## config.mk

```make
export PLATFORM = sky130hd
export DESIGN_NAME = gate_truth_seq_flat
export DESIGN_NICKNAME = d
export VERILOG_FILES = /design/src/rtl/gate_truth_seq_pkg.sv /design/src/rtl/gate_truth_seq_if.sv /design/src/rtl/gate_truth_seq_timer.sv /design/src/rtl/gate_truth_seq.sv /design/src/flat_wrapper.sv
export SDC_FILE = /design/constraint.sdc
export NUM_CORES = 1
export LEC_CHECK = 0
export ABC_AREA = 1
export ABC_CLOCK_PERIOD_IN_PS = 1300
export BUFFER_PORTS_ARGS = -buffer_cell sky130_fd_sc_hd__buf_2
export CORE_AREA = 3 3 65 67
export CTS_CLUSTER_SIZE = 8
export DETAILED_ROUTE_END_ITERATION = 12
export DIE_AREA = 0 0 68 70
export GPL_TIMING_DRIVEN = 0
export SYNTH_ARGS = -nofsm -noshare
export SYNTH_HDL_FRONTEND = slang
export SYNTH_SLANG_ARGS = --single-unit
```

## constraint.sdc

```tcl
create_clock -name clk -period 1.3 [get_ports clk]
set_input_delay 0.26 -clock clk [delete_from_list [all_inputs] [get_ports clk]]
set_output_delay 0.26 -clock clk [all_outputs]
set_load 0.01 [all_outputs]
```

## src/rtl/gate_truth_seq_pkg.sv

```systemverilog
// gate_truth_seq_pkg
//   Shared types and helpers for the gate truth-table sequencer.
//   - seq_state_e : sequencer FSM states
//   - cnt_width() : width of the shared settle/dwell down-counter
package gate_truth_seq_pkg;

    typedef enum logic [2:0] {
        StIdle,
        StSettle,
        StSample,
        StDwell,
        StFin
    } seq_state_e;

    // The counter is loaded with (cycles - 1), so it must hold
    // max(settle, dwell). Never narrower than one bit.
    function automatic int unsigned cnt_width(input int unsigned settle,
                                              input int unsigned dwell);
        int unsigned max_v;
        max_v = (settle > dwell) ? settle : dwell;
        if (max_v + 1 <= 2) begin
            return 1;
        end
        return $clog2(max_v + 1);
    endfunction

endpackage

```

## src/rtl/gate_truth_seq_if.sv

```systemverilog
// gate_truth_seq_if
//   Bundles the sequencer's control, gate drive and result signals.
//   Ports carried:
//     start        : single-cycle run request (honoured only when idle)
//     exp_tt       : expected truth table, latched on an accepted start
//     gate_in      : output of the gate being driven
//     vec_out      : input vector driven onto the gate
//     busy         : sequence in progress
//     sample_valid : one-cycle pulse per sampled vector
//     sample_vec   : vector sampled, valid with sample_valid
//     sample_val   : sampled gate value, valid with sample_valid
//     result_tt    : measured truth table
//     done         : one-cycle pulse at end of a sequence
//     pass         : result_tt matched exp_tt, held until the next accepted start
//   Modports: slave = the sequencer, master = whoever drives start and the gate.
interface gate_truth_seq_if #(
    parameter int unsigned N_IN = 2
);
    localparam int unsigned NVEC = 1 << N_IN;

    logic              start;
    logic [NVEC-1:0]   exp_tt;
    logic              gate_in;
    logic [N_IN-1:0]   vec_out;
    logic              busy;
    logic              sample_valid;
    logic [N_IN-1:0]   sample_vec;
    logic              sample_val;
    logic [NVEC-1:0]   result_tt;
    logic              done;
    logic              pass;

    modport slave (
        input  start,
        input  exp_tt,
        input  gate_in,
        output vec_out,
        output busy,
        output sample_valid,
        output sample_vec,
        output sample_val,
        output result_tt,
        output done,
        output pass
    );

    modport master (
        output start,
        output exp_tt,
        output gate_in,
        input  vec_out,
        input  busy,
        input  sample_valid,
        input  sample_vec,
        input  sample_val,
        input  result_tt,
        input  done,
        input  pass
    );

endinterface

```

## src/rtl/gate_truth_seq_timer.sv

```systemverilog
// seq_timer
//   Loadable down-counter with a zero flag. One instance times both the
//   settle and dwell phases; the owner reloads it on every phase entry.
//   Ports:
//     clk      : clock, rising edge
//     rst      : synchronous active-high reset (count -> 0)
//     load     : load load_val this cycle (takes priority over dec)
//     load_val : value to load (phase length - 1)
//     dec      : decrement by one; saturates at zero
//     zero     : count is zero (phase ends this cycle)
module seq_timer #(
    parameter int unsigned Width = 4
) (
    input  logic             clk,
    input  logic             rst,
    input  logic             load,
    input  logic [Width-1:0] load_val,
    input  logic             dec,
    output logic             zero
);

    logic [Width-1:0] count_q;
    logic [Width-1:0] count_d;

    always_comb begin
        count_d = count_q;
        if (load) begin
            count_d = load_val;
        end else if (dec && (count_q != '0)) begin
            count_d = count_q - Width'(1);
        end
    end

    always_ff @(posedge clk) begin
        if (rst) begin
            count_q <= '0;
        end else begin
            count_q <= count_d;
        end
    end

    assign zero = (count_q == '0);

endmodule

```

## src/rtl/gate_truth_seq.sv

```systemverilog
// gate_truth_seq
//   Truth-table sequencer for a small combinational gate. On an accepted
//   start it drives every input vector, descending from NVEC-1 to 0, holds
//   each for SETTLE_CYCLES before sampling the gate output, then for
//   DWELL_CYCLES after. Each vector period is SETTLE_CYCLES+DWELL_CYCLES+1
//   cycles. After vector 0 it spends one FIN cycle pulsing done and
//   publishing pass = (measured table == latched expected table).
//   Ports:
//     clk : clock, rising edge
//     rst : synchronous active-high reset; aborts any run without a done
//     bus : gate_truth_seq_if.slave (control, gate drive, results)
module gate_truth_seq
    import gate_truth_seq_pkg::*;
#(
    parameter int unsigned N_IN          = 2,
    parameter int unsigned SETTLE_CYCLES = 2,
    parameter int unsigned DWELL_CYCLES  = 15
) (
    input  logic                  clk,
    input  logic                  rst,
    gate_truth_seq_if.slave       bus
);

    localparam int unsigned NVEC = 1 << N_IN;
    localparam int unsigned CntW = cnt_width(SETTLE_CYCLES, DWELL_CYCLES);

    localparam logic [N_IN-1:0] VecMax     = N_IN'(NVEC - 1);
    localparam logic [CntW-1:0] SettleLoad = CntW'(SETTLE_CYCLES - 1);
    // Dwell load is unused when DWELL_CYCLES is 0; keep it well defined.
    localparam logic [CntW-1:0] DwellLoad  =
        (DWELL_CYCLES == 0) ? '0 : CntW'(DWELL_CYCLES - 1);

    seq_state_e      state_q, state_d;
    logic [N_IN-1:0] vec_q, vec_d;
    logic [NVEC-1:0] result_q, result_d;
    logic [NVEC-1:0] exp_q, exp_d;
    logic            pass_q, pass_d;
    logic            sval_q, sval_d;

    logic            timer_load;
    logic [CntW-1:0] timer_val;
    logic            timer_dec;
    logic            timer_zero;

    // Set in the cycle the current vector's period ends.
    logic            period_end;

    seq_timer #(
        .Width (CntW)
    ) u_timer (
        .clk      (clk),
        .rst      (rst),
        .load     (timer_load),
        .load_val (timer_val),
        .dec      (timer_dec),
        .zero     (timer_zero)
    );

    always_comb begin
        state_d    = state_q;
        vec_d      = vec_q;
        result_d   = result_q;
        exp_d      = exp_q;
        pass_d     = pass_q;
        sval_d     = sval_q;
        timer_load = 1'b0;
        timer_val  = SettleLoad;
        timer_dec  = 1'b0;
        period_end = 1'b0;

        unique case (state_q)
            StIdle: begin
                if (bus.start) begin
                    state_d    = StSettle;
                    vec_d      = VecMax;
                    result_d   = '0;
                    pass_d     = 1'b0;
                    exp_d      = bus.exp_tt;
                    timer_load = 1'b1;
                    timer_val  = SettleLoad;
                end
            end

            StSettle: begin
                if (timer_zero) begin
                    // Last settle cycle: capture the gate at this edge so
                    // the sample is visible in the SAMPLE cycle.
                    state_d         = StSample;
                    sval_d          = bus.gate_in;
                    result_d[vec_q] = bus.gate_in;
                end else begin
                    timer_dec = 1'b1;
                end
            end

            StSample: begin
                if (DWELL_CYCLES != 0) begin
                    state_d    = StDwell;
                    timer_load = 1'b1;
                    timer_val  = DwellLoad;
                end else begin
                    period_end = 1'b1;
                end
            end

            StDwell: begin
                if (timer_zero) begin
                    period_end = 1'b1;
                end else begin
                    timer_dec = 1'b1;
                end
            end

            StFin: begin
                state_d = StIdle;
            end

            default: begin
                state_d = StIdle;
            end
        endcase

        // Vector 0 terminates the run; the index never wraps back to NVEC-1.
        if (period_end) begin
            if (vec_q == '0) begin
                state_d = StFin;
                vec_d   = '0;
                pass_d  = (result_q == exp_q);
            end else begin
                state_d    = StSettle;
                vec_d      = vec_q - N_IN'(1);
                timer_load = 1'b1;
                timer_val  = SettleLoad;
            end
        end
    end

    always_ff @(posedge clk) begin
        if (rst) begin
            state_q  <= StIdle;
            vec_q    <= '0;
            result_q <= '0;
            exp_q    <= '0;
            pass_q   <= 1'b0;
            sval_q   <= 1'b0;
        end else begin
            state_q  <= state_d;
            vec_q    <= vec_d;
            result_q <= result_d;
            exp_q    <= exp_d;
            pass_q   <= pass_d;
            sval_q   <= sval_d;
        end
    end

    assign bus.vec_out      = vec_q;
    assign bus.busy         = (state_q == StSettle) || (state_q == StSample) ||
                              (state_q == StDwell);
    assign bus.sample_valid = (state_q == StSample);
    assign bus.sample_vec   = (state_q == StSample) ? vec_q : '0;
    assign bus.sample_val   = sval_q;
    assign bus.result_tt    = result_q;
    assign bus.done         = (state_q == StFin);
    assign bus.pass         = pass_q;

endmodule

```

## src/flat_wrapper.sv

```systemverilog
// flat-port wrapper written by rule: the top's interface ports become plain ports
module gate_truth_seq_flat import gate_truth_seq_pkg::*;
#(
    parameter int unsigned N_IN          = 2,
    parameter int unsigned SETTLE_CYCLES = 2,
    parameter int unsigned DWELL_CYCLES  = 15
)
  (clk, rst, bus_start, bus_exp_tt, bus_gate_in, bus_vec_out, bus_busy, bus_sample_valid, bus_sample_vec, bus_sample_val, bus_result_tt, bus_done, bus_pass);
  gate_truth_seq_if #(.N_IN(N_IN)) bus_i ();
  input  logic clk;
  input  logic rst;
  input wire logic [$bits(bus_i.start)-1:0] bus_start;
  input wire logic [$bits(bus_i.exp_tt)-1:0] bus_exp_tt;
  input wire logic [$bits(bus_i.gate_in)-1:0] bus_gate_in;
  output wire logic [$bits(bus_i.vec_out)-1:0] bus_vec_out;
  output wire logic [$bits(bus_i.busy)-1:0] bus_busy;
  output wire logic [$bits(bus_i.sample_valid)-1:0] bus_sample_valid;
  output wire logic [$bits(bus_i.sample_vec)-1:0] bus_sample_vec;
  output wire logic [$bits(bus_i.sample_val)-1:0] bus_sample_val;
  output wire logic [$bits(bus_i.result_tt)-1:0] bus_result_tt;
  output wire logic [$bits(bus_i.done)-1:0] bus_done;
  output wire logic [$bits(bus_i.pass)-1:0] bus_pass;
  assign bus_i.start = bus_start;
  assign bus_i.exp_tt = bus_exp_tt;
  assign bus_i.gate_in = bus_gate_in;
  assign bus_vec_out = bus_i.vec_out;
  assign bus_busy = bus_i.busy;
  assign bus_sample_valid = bus_i.sample_valid;
  assign bus_sample_vec = bus_i.sample_vec;
  assign bus_sample_val = bus_i.sample_val;
  assign bus_result_tt = bus_i.result_tt;
  assign bus_done = bus_i.done;
  assign bus_pass = bus_i.pass;
  gate_truth_seq #(.N_IN(N_IN), .SETTLE_CYCLES(SETTLE_CYCLES), .DWELL_CYCLES(DWELL_CYCLES)) u_core (.clk(clk), .rst(rst), .bus(bus_i));
endmodule
```

==> results.sh <==
export IMPL_status="finished, violations left"
export IMPL_violations="setup timing"
export IMPL_end_kind="primary output"
export IMPL_synth_simple_area_share_pct=38.7
export IMPL_setup_viol=3
export IMPL_synth_fa_ha_area_share_pct=2.26
export IMPL_startpoint="u_core.state_q[2]$_SDFFE_PP0P_"
export IMPL_gp_congestion=0.797
export IMPL_clockPowerShare_pct=18.7
export IMPL_min_period_over_period_pct=103
export IMPL_cp_required_ns=1.04
export IMPL_path_clk_slew_ns=0.07
export IMPL_fin_ws_ns=-0.0399
export IMPL_layout_commonest_cell="nand2_1"
export IMPL_drive_gt1_share_pct=38.9
export IMPL_final_area_um2=1490
export IMPL_ys_top_cells_by_area="dfxtp_1 (34%), nand2_1 (10%), nor2_1 (9.2%)"
export IMPL_placed_cell_area_um2=1270
export IMPL_synth_top_area_share_pct=34.4
export IMPL_synth_top_family_by_area="simple AND/OR/NAND/NOR gates"
export IMPL_hpwlAfterDp_mm=1.86
export IMPL_cp_cell_sequence="nor2_4 -> nand2_4 -> nor2_2 -> buf_2"
export IMPL_netlist_area_um2=1110
export IMPL_die_y_um=70
export IMPL_cp_num_buf_inv=1
export IMPL_ys_warnings_count=0
export IMPL_areaGrowthSynthToFinish_pct=34.3
export IMPL_hold_ws_ns=0.246
export IMPL_p_int_uw=1350
export IMPL_tns_ns=-0.0967
export IMPL_drt_iter0_drc=23
export IMPL_critical_path_arrival_ns=1.08
export IMPL_critPathSlowestCell="dfxtp_4"
export IMPL_drcViolationCount=0
export IMPL_ir_drop_uv=497
export IMPL_hold_path_class="input pin to register"
export IMPL_root_buffer="clkbuf_8"
export IMPL_grt_pass1_wl_mm=4.22
export IMPL_clock_latency_ns=0.26
export IMPL_seqPwrFrac_pct=34.0
export IMPL_numCtsBuffers=3
export IMPL_seq_area_frac_synth_pct=34.4
export IMPL_num_fill_cells=398
export IMPL_drtPass1Iterations=5
export IMPL_antenna_found_initial=0
export IMPL_post_drt_wl_per_cell_um=10.6
export IMPL_nets=204
export IMPL_htreeDepth=1
export IMPL_hold_viol=0
export IMPL_switchingPower_uw=919
export IMPL_slew_headroom_pct=70.9
export IMPL_synth_compound_area_share_pct=10.2
export IMPL_vias_per_cell=4.39
export IMPL_critPathKind="register to primary output"
export IMPL_grt_pass1_vias=941
export IMPL_drv_slew=0
export IMPL_synth_top_cell_by_area="dfxtp_1"
export IMPL_post_route_min_period_ns=1.34
export IMPL_finalPower_uw=2270
export IMPL_grt_max_degree=12
export IMPL_power_leakage_uw=0.000724
export IMPL_routed_wl_mm=2.56
export IMPL_cts_sinks=19
export IMPL_hp_start="rst"
export IMPL_cts_tree="done"
export IMPL_fin_worst_skew_ns=0.00585
export IMPL_syn_area_per_cell_um2=6.96
export IMPL_die_x_um=68
export IMPL_cap_violations=0
export IMPL_grt_use_total_pct=11.4
export IMPL_cp_top_family="flip-flops"
export IMPL_synthDistinctLibCells=26
export IMPL_die_area_um2=4760
export IMPL_synth_nets=169
export IMPL_coreArea_um2=3690
export IMPL_power_density_nw_per_um2=1530
export IMPL_ys_ff_latch=19
export IMPL_worstPathMaxFanout=6
export IMPL_initial_core_util_pct=30.0
export IMPL_ios=21
export IMPL_fmax_ghz=0.746
export IMPL_final_cell_mix="nand2_1 (27), inv_1 (22), nor2_1 (20), buf_2 (20), dfxtp_1 (15)"
export IMPL_rsz0062_at_grt="yes"
export IMPL_slowest_delay_ns=0.38
export IMPL_portBuffers=20
export IMPL_antenna_cells=0
export IMPL_worst_slew_pin_slew_ns=0.437
export IMPL_dr_total_vias=1059
export IMPL_switching_share_pct=40.4
export IMPL_synth_xor_area_share_pct=3.96
export IMPL_synth_mux_area_share_pct=0
export IMPL_r2r_start="u_core.u_timer.count_q[0]$_SDFFE_PP0P_"
export IMPL_clock_path_buffers=2
export IMPL_grt_overflow_total=0
export IMPL_fp_row_count=22
export IMPL_ctsHoldBuffers=0
export IMPL_combPwrFrac_pct=47.3
export IMPL_synth_cells=159
export IMPL_cp_start_kind="register"
export IMPL_ant_nets=0
Yosys cell counts, drive strengths merged:
library cell,number
a31oi,1
nand3,10
xnor2,4
xor2,1
nor2,32
a21oi,6
nand4,6
a211oi,1
inv,28
nor3,1
ha,2
o21bai,2
nand2,34
dfxtp,19
o21ai,10
buf,1
clkbuf,1
timing repair:
action                     CTS  global route
setup endpoints to repair   16            15
resized for setup           17            14
pin swaps                    3            15
buffers inserted             7             3
sequential cells by signal (all words and copies together) (netlist names):
register,count
u_core.bus.pass,1
u_core.bus.vec_out,2
u_core.state_q,3
u_core.u_timer.count_q,4
u_core.exp_q,4
u_core.bus.sample_val,1
u_core.bus.result_tt,4
per-layer routing:
layer  up-vias  wire (um)  global-route usage [%]
li1        566          -                       -
met1       468       1310                    16.9
met2        20       1110                    15.5
met3         5         94                    1.93
met4         0         43                    5.30
met5         -          0                       0
final cells by class:
cell class / count / area (um2) / share of cell area [%]
clock buffers: 3 / 41.3 / 2.78
inverters: 28 / 105 / 7.08
clock inverters: 1 / 5.00 / 0.337
well taps: 48 / 60.1 / 4.04
multi-input cells: 110 / 694 / 46.8
plain buffers: 2 / 11.3 / 0.758
flip-flops and latches: 19 / 393 / 26.5
repair buffers: 30 / 175 / 11.8
power groups by stage:
stage	Clock (uW)	Sequential (uW)	Combinational, uW
floorplan	0	776	633
global placement	0	772	810
detailed placement	0	773	812
CTS	432	772	947
global route	455	788	1210
finish	424	774	1070
worst paths after layout:
check	cells after the start	endpoint	slack (ns)
max	4	bus_sample_vec[1]	-0.04
min	2	u_core.state_q[1]$_SDFFE_PP0P_	0.25
max reg2reg	9	u_core.state_q[0]$_SDFFE_PP0P_	-0.02
min reg2reg	2	u_core.exp_q[3]$_SDFFE_PP0P_	0.46
stage by stage:
step           setup slack (ns)  utilization [%]  cells
3_5_place_dp             -0.106             34.3    227
5_1_grt                 -0.0990             40.3    241
6_report                -0.0399             40.3    241
3_3_place_gp             -0.103             34.3    227
2_1_floorplan            0.0433                -    159
4_1_cts                 -0.0273             38.4    238
cells by family (layout without fill, tap and decap cells):
| kind of cell | count (synthesis) | in the layout |
|---|---|---|
| fa+ha+maj | 2 | 2 |
| compound gates | 20 | 20 |
| simple gates | 83 | 83 |
| xor+xnor | 5 | 5 |
| flops | 19 | 19 |
| buf+inv | 30 | 64 |
No activity file was read; power rests on OpenSTA's default activity.
